<file path="config.mk">
export PLATFORM = sky130hd
export DESIGN_NAME = obstacle_engine
export DESIGN_NICKNAME = d
export VERILOG_FILES = /design/src/rtl/game_pkg.sv /design/src/rtl/obstacle_engine_lane_step.sv /design/src/rtl/obstacle_engine.sv
export SDC_FILE = /design/constraint.sdc
export NUM_CORES = 1
export LEC_CHECK = 0
export BUFFER_PORTS_ARGS = -buffer_cell sky130_fd_sc_hd__buf_2
export CAP_MARGIN = 15
export CELL_PAD_IN_SITES_DETAIL_PLACEMENT = 1
export CELL_PAD_IN_SITES_GLOBAL_PLACEMENT = 1
export CORE_MARGIN = 2
export CORE_UTILIZATION = 45
export CTS_BUF_LIST = sky130_fd_sc_hd__clkbuf_16
export DETAILED_ROUTE_END_ITERATION = 8
export PLACE_DENSITY_LB_ADDON = 0.1
export SLEW_MARGIN = 20
export SYNTH_ARGS = -nofsm -noshare
export SYNTH_HDL_FRONTEND = slang
export SYNTH_SLANG_ARGS = --single-unit
</file>
<file path="constraint.sdc">
create_clock -name CLK -period 5.8 [get_ports CLK]
set_input_delay 0.29 -clock CLK [delete_from_list [all_inputs] [get_ports CLK]]
set_output_delay 0.29 -clock CLK [all_outputs]
set_load 0.05 [all_outputs]
</file>
<file path="src/rtl/game_pkg.sv">
// Shared game geometry, coordinate width and obstacle-engine FSM encoding.
package game_pkg;
  localparam int COORD_W  = 10;
  localparam int H_RES    = 640;
  localparam int CAR_W    = 32;
  localparam int PLAYER_W = 32;
  localparam int LANE_Y0  = 64;
  localparam int LANE_H   = 32;

  typedef enum logic [1:0] {S_IDLE, S_UPDATE, S_COLLIDE} eng_state_e;

  function automatic logic [COORD_W-1:0] reset_x(input int lane, input int spacing, input int hres);
    return COORD_W'((lane * spacing) % hres);
  endfunction
endpackage

</file>
<file path="src/rtl/obstacle_engine_lane_step.sv">
// Combinational per-lane step: wrapped next x and frame-counter/period compare.
module lane_step
  import game_pkg::*;
#(
  parameter int H_RES = game_pkg::H_RES,
  parameter int STEP  = 2
) (
  input  logic [COORD_W-1:0] x,
  input  logic               dir,
  input  logic [3:0]         cnt,
  input  logic [3:0]         base_per,
  input  logic [2:0]         level,
  output logic [COORD_W-1:0] x_next,
  output logic [3:0]         cnt_next,
  output logic               step_due
);
  logic [3:0]       base, per;
  logic [4:0]       cnt_inc;
  logic [COORD_W:0] sum;

  always_comb begin
    base     = (base_per == 4'd0) ? 4'd1 : base_per;
    per      = (base > {1'b0, level}) ? base - {1'b0, level} : 4'd1;
    cnt_inc  = {1'b0, cnt} + 5'd1;
    step_due = cnt_inc >= {1'b0, per};
    cnt_next = step_due ? 4'd0 : cnt_inc[3:0];
    sum      = {1'b0, x} + (COORD_W+1)'(STEP);
    if (dir)
      x_next = (sum >= (COORD_W+1)'(H_RES)) ? COORD_W'(sum - (COORD_W+1)'(H_RES)) : sum[COORD_W-1:0];
    else if (x < COORD_W'(STEP))
      x_next = COORD_W'({1'b0, x} + (COORD_W+1)'(H_RES - STEP));
    else
      x_next = x - COORD_W'(STEP);
  end
endmodule

</file>
<file path="src/rtl/obstacle_engine.sv">
// Multi-lane car engine: per-frame lane update sweep followed by a player collision sweep.
module obstacle_engine
  import game_pkg::*;
#(
  parameter int          N_LANES   = 8,
  parameter int          H_RES     = game_pkg::H_RES,
  parameter int          CAR_W     = game_pkg::CAR_W,
  parameter int          PLAYER_W  = game_pkg::PLAYER_W,
  parameter int          LANE_Y0   = game_pkg::LANE_Y0,
  parameter int          LANE_H    = game_pkg::LANE_H,
  parameter int          STEP      = 2,
  parameter logic [15:0] DIR_MASK  = 16'b1010_1010,
  parameter logic [63:0] BASE_PER  = 64'h1234_4321,
  parameter int          X_SPACING = 80
) (
  input  logic                       CLK,
  input  logic                       RST_N,
  input  logic                       frame_tick,
  input  logic                       restart,
  input  logic                       enable,
  input  logic [2:0]                 level,
  input  logic [COORD_W-1:0]         player_x,
  input  logic [COORD_W-1:0]         player_y,
  output logic [COORD_W*N_LANES-1:0] car_x,
  output logic                       busy,
  output logic                       done,
  output logic                       hit,
  output logic                       overrun
);
  localparam int IW = (N_LANES > 1) ? $clog2(N_LANES) : 1;

  eng_state_e                          state_q, state_d;
  logic [IW-1:0]                       idx_q, idx_d;
  logic [N_LANES-1:0][COORD_W-1:0]     car_x_q, car_x_d, car_x_rst;
  logic [N_LANES-1:0][3:0]             cnt_q, cnt_d;
  logic busy_q, busy_d, done_q, done_d, hit_q, hit_d, overrun_q, overrun_d, acc_q, acc_d;

  for (genvar i = 0; i < N_LANES; i++) begin : g_rst
    assign car_x_rst[i] = reset_x(i, X_SPACING, H_RES);
  end

  logic [COORD_W-1:0] step_x;
  logic [3:0]         step_cnt;
  logic               step_due;

  // One step unit shared by all lanes; idx_q selects the lane being updated.
  lane_step #(.H_RES(H_RES), .STEP(STEP)) u_step (
    .x(car_x_q[idx_q]), .dir(DIR_MASK[idx_q]), .cnt(cnt_q[idx_q]),
    .base_per(BASE_PER[4*idx_q +: 4]), .level(level),
    .x_next(step_x), .cnt_next(step_cnt), .step_due(step_due)
  );

  logic [COORD_W:0] lane_y, d_pc, d_cp;
  logic             lane_hit;

  always_comb begin
    lane_y = (COORD_W+1)'(LANE_Y0) + (COORD_W+1)'(LANE_H) * (COORD_W+1)'(idx_q);
    d_pc   = {1'b0, player_x} - {1'b0, car_x_q[idx_q]};
    if (player_x < car_x_q[idx_q]) d_pc = d_pc + (COORD_W+1)'(H_RES);
    d_cp   = {1'b0, car_x_q[idx_q]} - {1'b0, player_x};
    if (car_x_q[idx_q] < player_x) d_cp = d_cp + (COORD_W+1)'(H_RES);
    lane_hit = ({1'b0, player_y} == lane_y) &&
               ((d_pc < (COORD_W+1)'(CAR_W)) || (d_cp < (COORD_W+1)'(PLAYER_W)));
  end

  always_comb begin
    state_d   = state_q;
    idx_d     = idx_q;
    car_x_d   = car_x_q;
    cnt_d     = cnt_q;
    busy_d    = busy_q;
    done_d    = 1'b0;
    hit_d     = hit_q;
    overrun_d = overrun_q;
    acc_d     = acc_q;
    if (restart) begin
      state_d   = S_IDLE;
      idx_d     = '0;
      car_x_d   = car_x_rst;
      cnt_d     = '0;
      busy_d    = 1'b0;
      overrun_d = 1'b0;
      acc_d     = 1'b0;
    end else begin
      unique case (state_q)
        S_IDLE: if (frame_tick) begin
          state_d = S_UPDATE;
          idx_d   = '0;
          busy_d  = 1'b1;
          acc_d   = 1'b0;
        end
        S_UPDATE: begin
          if (frame_tick) overrun_d = 1'b1;
          if (enable) begin
            cnt_d[idx_q] = step_cnt;
            if (step_due) car_x_d[idx_q] = step_x;
          end
          if (idx_q == IW'(N_LANES-1)) begin
            state_d = S_COLLIDE;
            idx_d   = '0;
          end else idx_d = idx_q + 1'b1;
        end
        S_COLLIDE: begin
          if (frame_tick) overrun_d = 1'b1;
          acc_d = acc_q | lane_hit;
          if (idx_q == IW'(N_LANES-1)) begin
            state_d = S_IDLE;
            idx_d   = '0;
            busy_d  = 1'b0;
            done_d  = 1'b1;
            hit_d   = acc_q | lane_hit;
          end else idx_d = idx_q + 1'b1;
        end
        default: state_d = S_IDLE;
      endcase
    end
  end

  always_ff @(posedge CLK or negedge RST_N) begin
    if (!RST_N) begin
      state_q   <= S_IDLE;
      idx_q     <= '0;
      car_x_q   <= car_x_rst;
      cnt_q     <= '0;
      busy_q    <= 1'b0;
      done_q    <= 1'b0;
      hit_q     <= 1'b0;
      overrun_q <= 1'b0;
      acc_q     <= 1'b0;
    end else begin
      state_q   <= state_d;
      idx_q     <= idx_d;
      car_x_q   <= car_x_d;
      cnt_q     <= cnt_d;
      busy_q    <= busy_d;
      done_q    <= done_d;
      hit_q     <= hit_d;
      overrun_q <= overrun_d;
      acc_q     <= acc_d;
    end
  end

  assign car_x   = car_x_q;
  assign busy    = busy_q;
  assign done    = done_q;
  assign hit     = hit_q;
  assign overrun = overrun_q;
endmodule

</file>
* After elaboration in Yosys (flattened, before gate mapping)
Memories as Yosys holds them, arrays and structs flattened.
Index checks and enable logic that the tools add are counted.
** Operators by class
- Add/sub/neg operators :: 12
- Order comparisons :: 11
- Equal/unequal tests :: 7
- Shift operators :: 1
- Muxes and demuxes :: 47
- Bitwise operators :: 2
- Reductions and logical operators :: 21
** Operators with widths (number)
- $mux 80 :: 4
- $mux 32 :: 3
- $bwmux 80 :: 1
- $shiftx 64x6->4 const A :: 1
- $mux 10 :: 5
- $bwmux 32 :: 1
- $bmux 10 s3 :: 1
- $demux 10 s3 :: 1
- $add 11x10->11 const B :: 2
- $lt 11x6->1 const B :: 2
- $mux 11 :: 2
- $sub 10x10->11 :: 2
- $lt 10x10->1 :: 2
- $mux 4 :: 5
- $bmux 4 s3 :: 1
- $demux 4 s3 :: 1
- $reduce_and 3->1 :: 4
- $add 10x2->11 const B :: 1
- $ge 11x10->1 const B :: 1
- $mux 1 :: 11
- $add 10x10->10 const B :: 1
- $eq 10x9->1 :: 1
- $lt 10x2->1 const B :: 1
- $reduce_bool 2->1 :: 5
- 29 further kinds :: 42
** Word-level totals
- Register bits after elaboration :: 122
- ROM bits :: 8
- Input bits :: 28
- Output and inout bits :: 84
- Word-level logic and storage cells :: 125
- Memories kept :: 1
** Memory list
- (no name shown) :: depth 8, bits a word 1, read ports 1, clocked after Yosys merged registers in 0, wr ports 0, RTL line obstacle_engine.sv:48 : .x(car_x_q[idx_q]), .dir(DIR_MASK[idx_q]), .cnt(cnt_q[idx_q]),

* Logic depth before layout (Yosys ltp)
- Word-level depth :: 11
- Depth in mapped cells :: 25
- Mapped depth without buffers :: 22

* By module
A second synthesis with hierarchy kept.
** Unflattened totals
- Cell total of the unflattened synthesis :: 955
- Area total of the unflattened synthesis :: 8256.7 um^2
** Modules (own cells, without submodules)
- obstacle_engine :: times used 1, cells each 820, area an instance 7279.5 um^2, sequential area each 3078.0 um^2
- lane_step :: times used 1, cells each 135, area an instance 977.2 um^2, sequential area each 0.0 um^2

* Least setup slack after synthesis
Ideal clock, no wire load.
- Path kind :: register -> register
- Start point :: register idx_q[0]
- End point :: register car_x_q (netlist bit car_x[0])
- Setup time :: 0.067 ns
- Data arrival time :: 4.482 ns
- Data required time :: 5.733 ns
- Setup slack :: 1.251 ns
- Cell stages (with the launch flop) :: 22
- Buffers on the path :: 4
- Clock period less this slack :: 4.549 ns
- Cells stage by stage :: dfrtp_1 > buf_6 > buf_2 > buf_2 > buf_1 > xnor2_1 > nor2_1 > ha_1 > inv_1 > fa_1 > fa_1 > inv_1 > a31oi_1 > nand2_1 > ha_1 > nand2b_1 > a21o_1 > a21o_1 > a21oi_1 > a21oi_1 > a31oi_1 > a22o_1
** On the way
- Word-level cells in the longest chain between the ends :: 11
- Elaborated cells on any way between the ends :: 35
- Those cells by class :: add/sub: 6; order compare: 6; shift: 1; mux: 17; reduce/logical: 4; memory: 1
** Ends and longest elaborated chain
- start: declaration :: RTL line obstacle_engine.sv:33 : logic [IW-1:0] idx_q, idx_d;
- start signal: assignment :: RTL line obstacle_engine.sv:132 : idx_q <= idx_d;
- $bmux 10 s3 :: RTL line obstacle_engine.sv:48
- $mux 10 (implied by the code) :: RTL line obstacle_engine.sv:48
- $add 10x2->11 :: RTL line obstacle_engine_lane_step.sv:27 : sum = {1'b0, x} + (COORD_W+1)'(STEP);
- $sub 10x10->10 or $ge 11x10->1 (tied branches) :: RTL line obstacle_engine_lane_step.sv:29 : x_next = (sum >= (COORD_W+1)'(H_RES)) ? COORD_W'(sum - (COORD_W+1)'(H_RES)) : sum[COORD_W-1:0];
- $mux 10 :: RTL line obstacle_engine_lane_step.sv:29
- $mux 10 :: RTL line obstacle_engine_lane_step.sv:28 : if (dir)
- $bwmux 80 :: RTL line obstacle_engine.sv:96 : if (step_due) car_x_d[idx_q] = step_x;
- $mux 80 :: RTL line obstacle_engine.sv:96
- $mux 80 :: RTL line obstacle_engine.sv:94 : if (enable) begin
- $mux 80 :: RTL line obstacle_engine.sv:85 : unique case (state_q)
- $mux 80 :: RTL line obstacle_engine.sv:76 : if (restart) begin
- end signal: assignment :: RTL line obstacle_engine.sv:123 : car_x_q <= car_x_rst;
- end signal: assignment :: RTL line obstacle_engine.sv:133 : car_x_q <= car_x_d;
- end: declaration :: RTL line obstacle_engine.sv:34 : logic [N_LANES-1:0][COORD_W-1:0] car_x_q, car_x_d, car_x_rst;
Several ways; a longest one is shown, not always the timed one. The select of a mux whose other input is x is not followed.
A chain may end at the register's enable or synchronous reset.

* Worst setup path after layout
- Start point :: register idx_q[2]
- End point :: register car_x_q (netlist bit car_x[41])
The elaborated chain is that of the path after synthesis.

==> qor.yml <==
placement:
  placed_cell_area_sq_mm: 0.00859
  place_inst: 1104
  gp_congestion: 0.921
  post-dp-hpwl_um: 20200
  io_buffers: 111
synth:
  synth_edf_count: 0
  synth_seq_area_share: 0.396
  synth_area_leader_cell: "dfrtp_1"
  async_flop_share: 1.00
  netlist_top_cells_area: "dfrtp_1, mux4_2, dfstp_2"
  synth-seq-cells: 122
  syn_area_per_cell_sq_um: 9.86
  synth_nets: 860
  ys_warn_count: 0
  synth_cell_types: 69
  syn-cell-area_sq_mm: 0.00777
  synthFlopType: "dfrtp_1"
  synth_top_area_frac: 0.328
  synth_cells: 788
pwr:
  p_int_uw: 1650
  p_switching_uw: 870
  p_per_area_mw_per_mm2: 276
  clockPowerShare: 0.397
  leakage_uw: 0.00426
  p_seq_frac: 0.348
  switching_share: 0.345
  p_comb_frac: 0.255
  irDropWorstVdd_mv: 0.233
timing:
  period_needed_ns: 5.22
  fin_worst_hold_slack_ns: 0.129
  tightest_slew_ns: 1.17
  setup_tns_ns: 0
  relSlewSlack: 0.214
  period_share: 0.901
  clock_skew_ns: 0.00977
  hold_viol_final: 0
  rsz0062_at_grt: "false"
  maxSlewViolCount: 0
  fmax_ghz: 0.191
  setup_viol: 0
grt:
  grt_max_degree: 87
  antenna_found_initial: 0
  grt_pass1_vias: 7494
  grt_pass1_wl_um: 42200
  grt.overflow.total: 0
  grtUsageTotal: 0.306
critical_path:
  r2r-start: "idx_q[2]"
  cpPeakStageDelay_ns: 1.02
  crit_arrival_ns: 5.58
  worstPathCellList: "mux2_2 > nor2_1 > nor2_1 > ha_1 > inv_1 > fa_1 > fa_1 > inv_1 > a31oi_1 > nand2_1 > ha_1 > nand2b_1 > a21o_1 > a21o_1 > a21oi_1 > a21oi_1 > a31oi_1 > a22o_1"
  end_kind: "flop"
  crit_type: "flop to flop"
  critPathRequiredTime_ns: 6.15
  start_kind: "flop"
  crit_end: "car_x[41]"
  reg2reg_to: "car_x[41]"
  cpMaxStageDelayCell: "dfrtp_1"
  rr_worst_depth: 18
  r2r_slack_ns: 0.58
  cp_max_fo: 24
  startpoint: "idx_q[2]"
drt:
  drc_errors: 0
  drtPass1Iterations: 5
  drt_iter0_drc: 516
  vias: 6996
  antenna_left: 0
  vias_per_cell: 6.15
  drt_wl_total_um: 27100
  wl_per_cell_um: 23.9
clock_tree:
  h-tree-depth: 4
  cts_max_path_buffers: 2
  insertion_delay_ns: 0.43
  cts.sinks: 122
  clk_pin_slew_ns: 0.06
  root_buffer: "clkbuf_16"
  cts_buffers: 17
  cts_tree: "yes"
floorplanning:
  ios: 112
  die_width_um: 135
  die_h_um: 135
  coreArea_sq_mm: 0.0171
  rows: 48
  dieArea_sq_mm: 0.0183
  initial_utilization: 0.454
cells_and_area:
  final_area_sq_mm: 0.00916
  antenna_cells: 0
  multi_input_area_sq_mm: 0.00436
  drive_gt1_frac: 0.249
  area_delta_synth_final_pct: 17.9
  nFillCells: 1965
  layout_common_cells: "buf_2, dfrtp_1, nand2_1"
  seq_area_sq_mm: 0.00308
  final_common_cell: "buf_2"
  nets: 971
  fin_cells: 1137
outcome:
  status: "finished clean"
worst_hold_path:
  hp-class: "primary input to flop"
flow_run:
  cap_viol_max_count: 0
==> cell usage after synthesis, types with 4 or more instances <==
master	count
dfrtp_1	102
nand2_1	95
nor2_1	67
a21oi_1	65
a22o_1	55
nand3_1	43
ha_1	42
inv_1	37
mux4_2	28
clkbuf_1	21
dfstp_2	20
xnor2_1	18
o21ai_0	16
mux2i_1	14
and2_1	11
a22oi_1	10
a31oi_1	10
nor3_1	10
buf_2	9
buf_1	7
and3_1	6
a21o_1	5
nand4_1	5
mux2_2	4
nand2b_1	4
nand3b_1	4
o22a_1	4
xor2_1	4
==> timing repair <==
action                                  in CTS  in global routing
hold buffers                                 1                  0
endpoints found under the setup margin       0                  0
setup buffers                                0                  0
endpoints found under the hold margin       36                  0
gates resized for setup                      0                  0
==> power groups by stage <==
stage          clock network (uW)  logic [uW]  registers [uW]
2_1_floorplan                   0         406             915
6_report                     1000         642             879
4_1_cts                      1010         633             879
3_5_place_dp                    0         629             894
5_1_grt                      1050         694             881
3_3_place_gp                    0         610             893
==> metal layers <==
layer,wire (um),GRT usage
met5,0,0
met4,1140,0.141
met3,1320,0.0587
met2,13700,0.527
met1,11000,0.372
==> flip-flops by register name (all words and copies together), names as in the netlist <==
register	flops
acc_q	1
busy	1
car_x	80
cnt_q	32
done	1
hit	1
idx_q	3
overrun	1
state_q	2
==> worst min-delay path by stage <==
stage                     slack (ns)       start       to  cells after the start
after global placement          0.28       RST_N      hit                      1
after floorplan               -0.006       RST_N    acc_q                      0
after CTS                       0.13  frame_tick  overrun                      3
final                           0.13  frame_tick  overrun                      3
after global routing            0.17  frame_tick  overrun                      3
after detailed placement        0.28       RST_N      hit                      1
==> logic make-up (layout without fill, tap and decap cells) <==
logic type      after synthesis  count (layout)  synth area share
buf+inv                      82             206            0.0435
simple gates                264             264             0.158
xor+xnor                     22              22            0.0248
flops                       122             122             0.396
compound gates              202             202             0.186
mux                          52              52             0.119
fa+ha+maj                    44              44            0.0728
==> metrics by stage <==
step           power, uW  utilization  setup slack (ns)
2_1_floorplan       1320            -              1.25
3_3_place_gp        1500        0.502             0.876
3_5_place_dp        1520        0.502             0.651
4_1_cts             2520        0.535             0.621
5_1_grt             2630        0.535             0.188
6_report            2520        0.535             0.576
==> critical path, delay by kind of cell (launching register included) <==
| family | cells | cell delay [ns] |
|---|---|---|
| compound gates | 7 | 2.14 |
| fa+ha+maj | 4 | 1.10 |
| flops | 1 | 1.02 |
| simple gates | 4 | 0.40 |
| mux | 1 | 0.37 |
| buf+inv | 2 | 0.13 |
==> layout make-up <==
class                   count  area share
well taps                 225      0.0307
multi-input cells         584       0.476
repair buffers            132      0.0802
flip-flops and latches    122       0.336
clock inverters            15      0.0137
inverters                  42      0.0172
clock buffers              17      0.0464
Power figures use the tool's default switching activity.
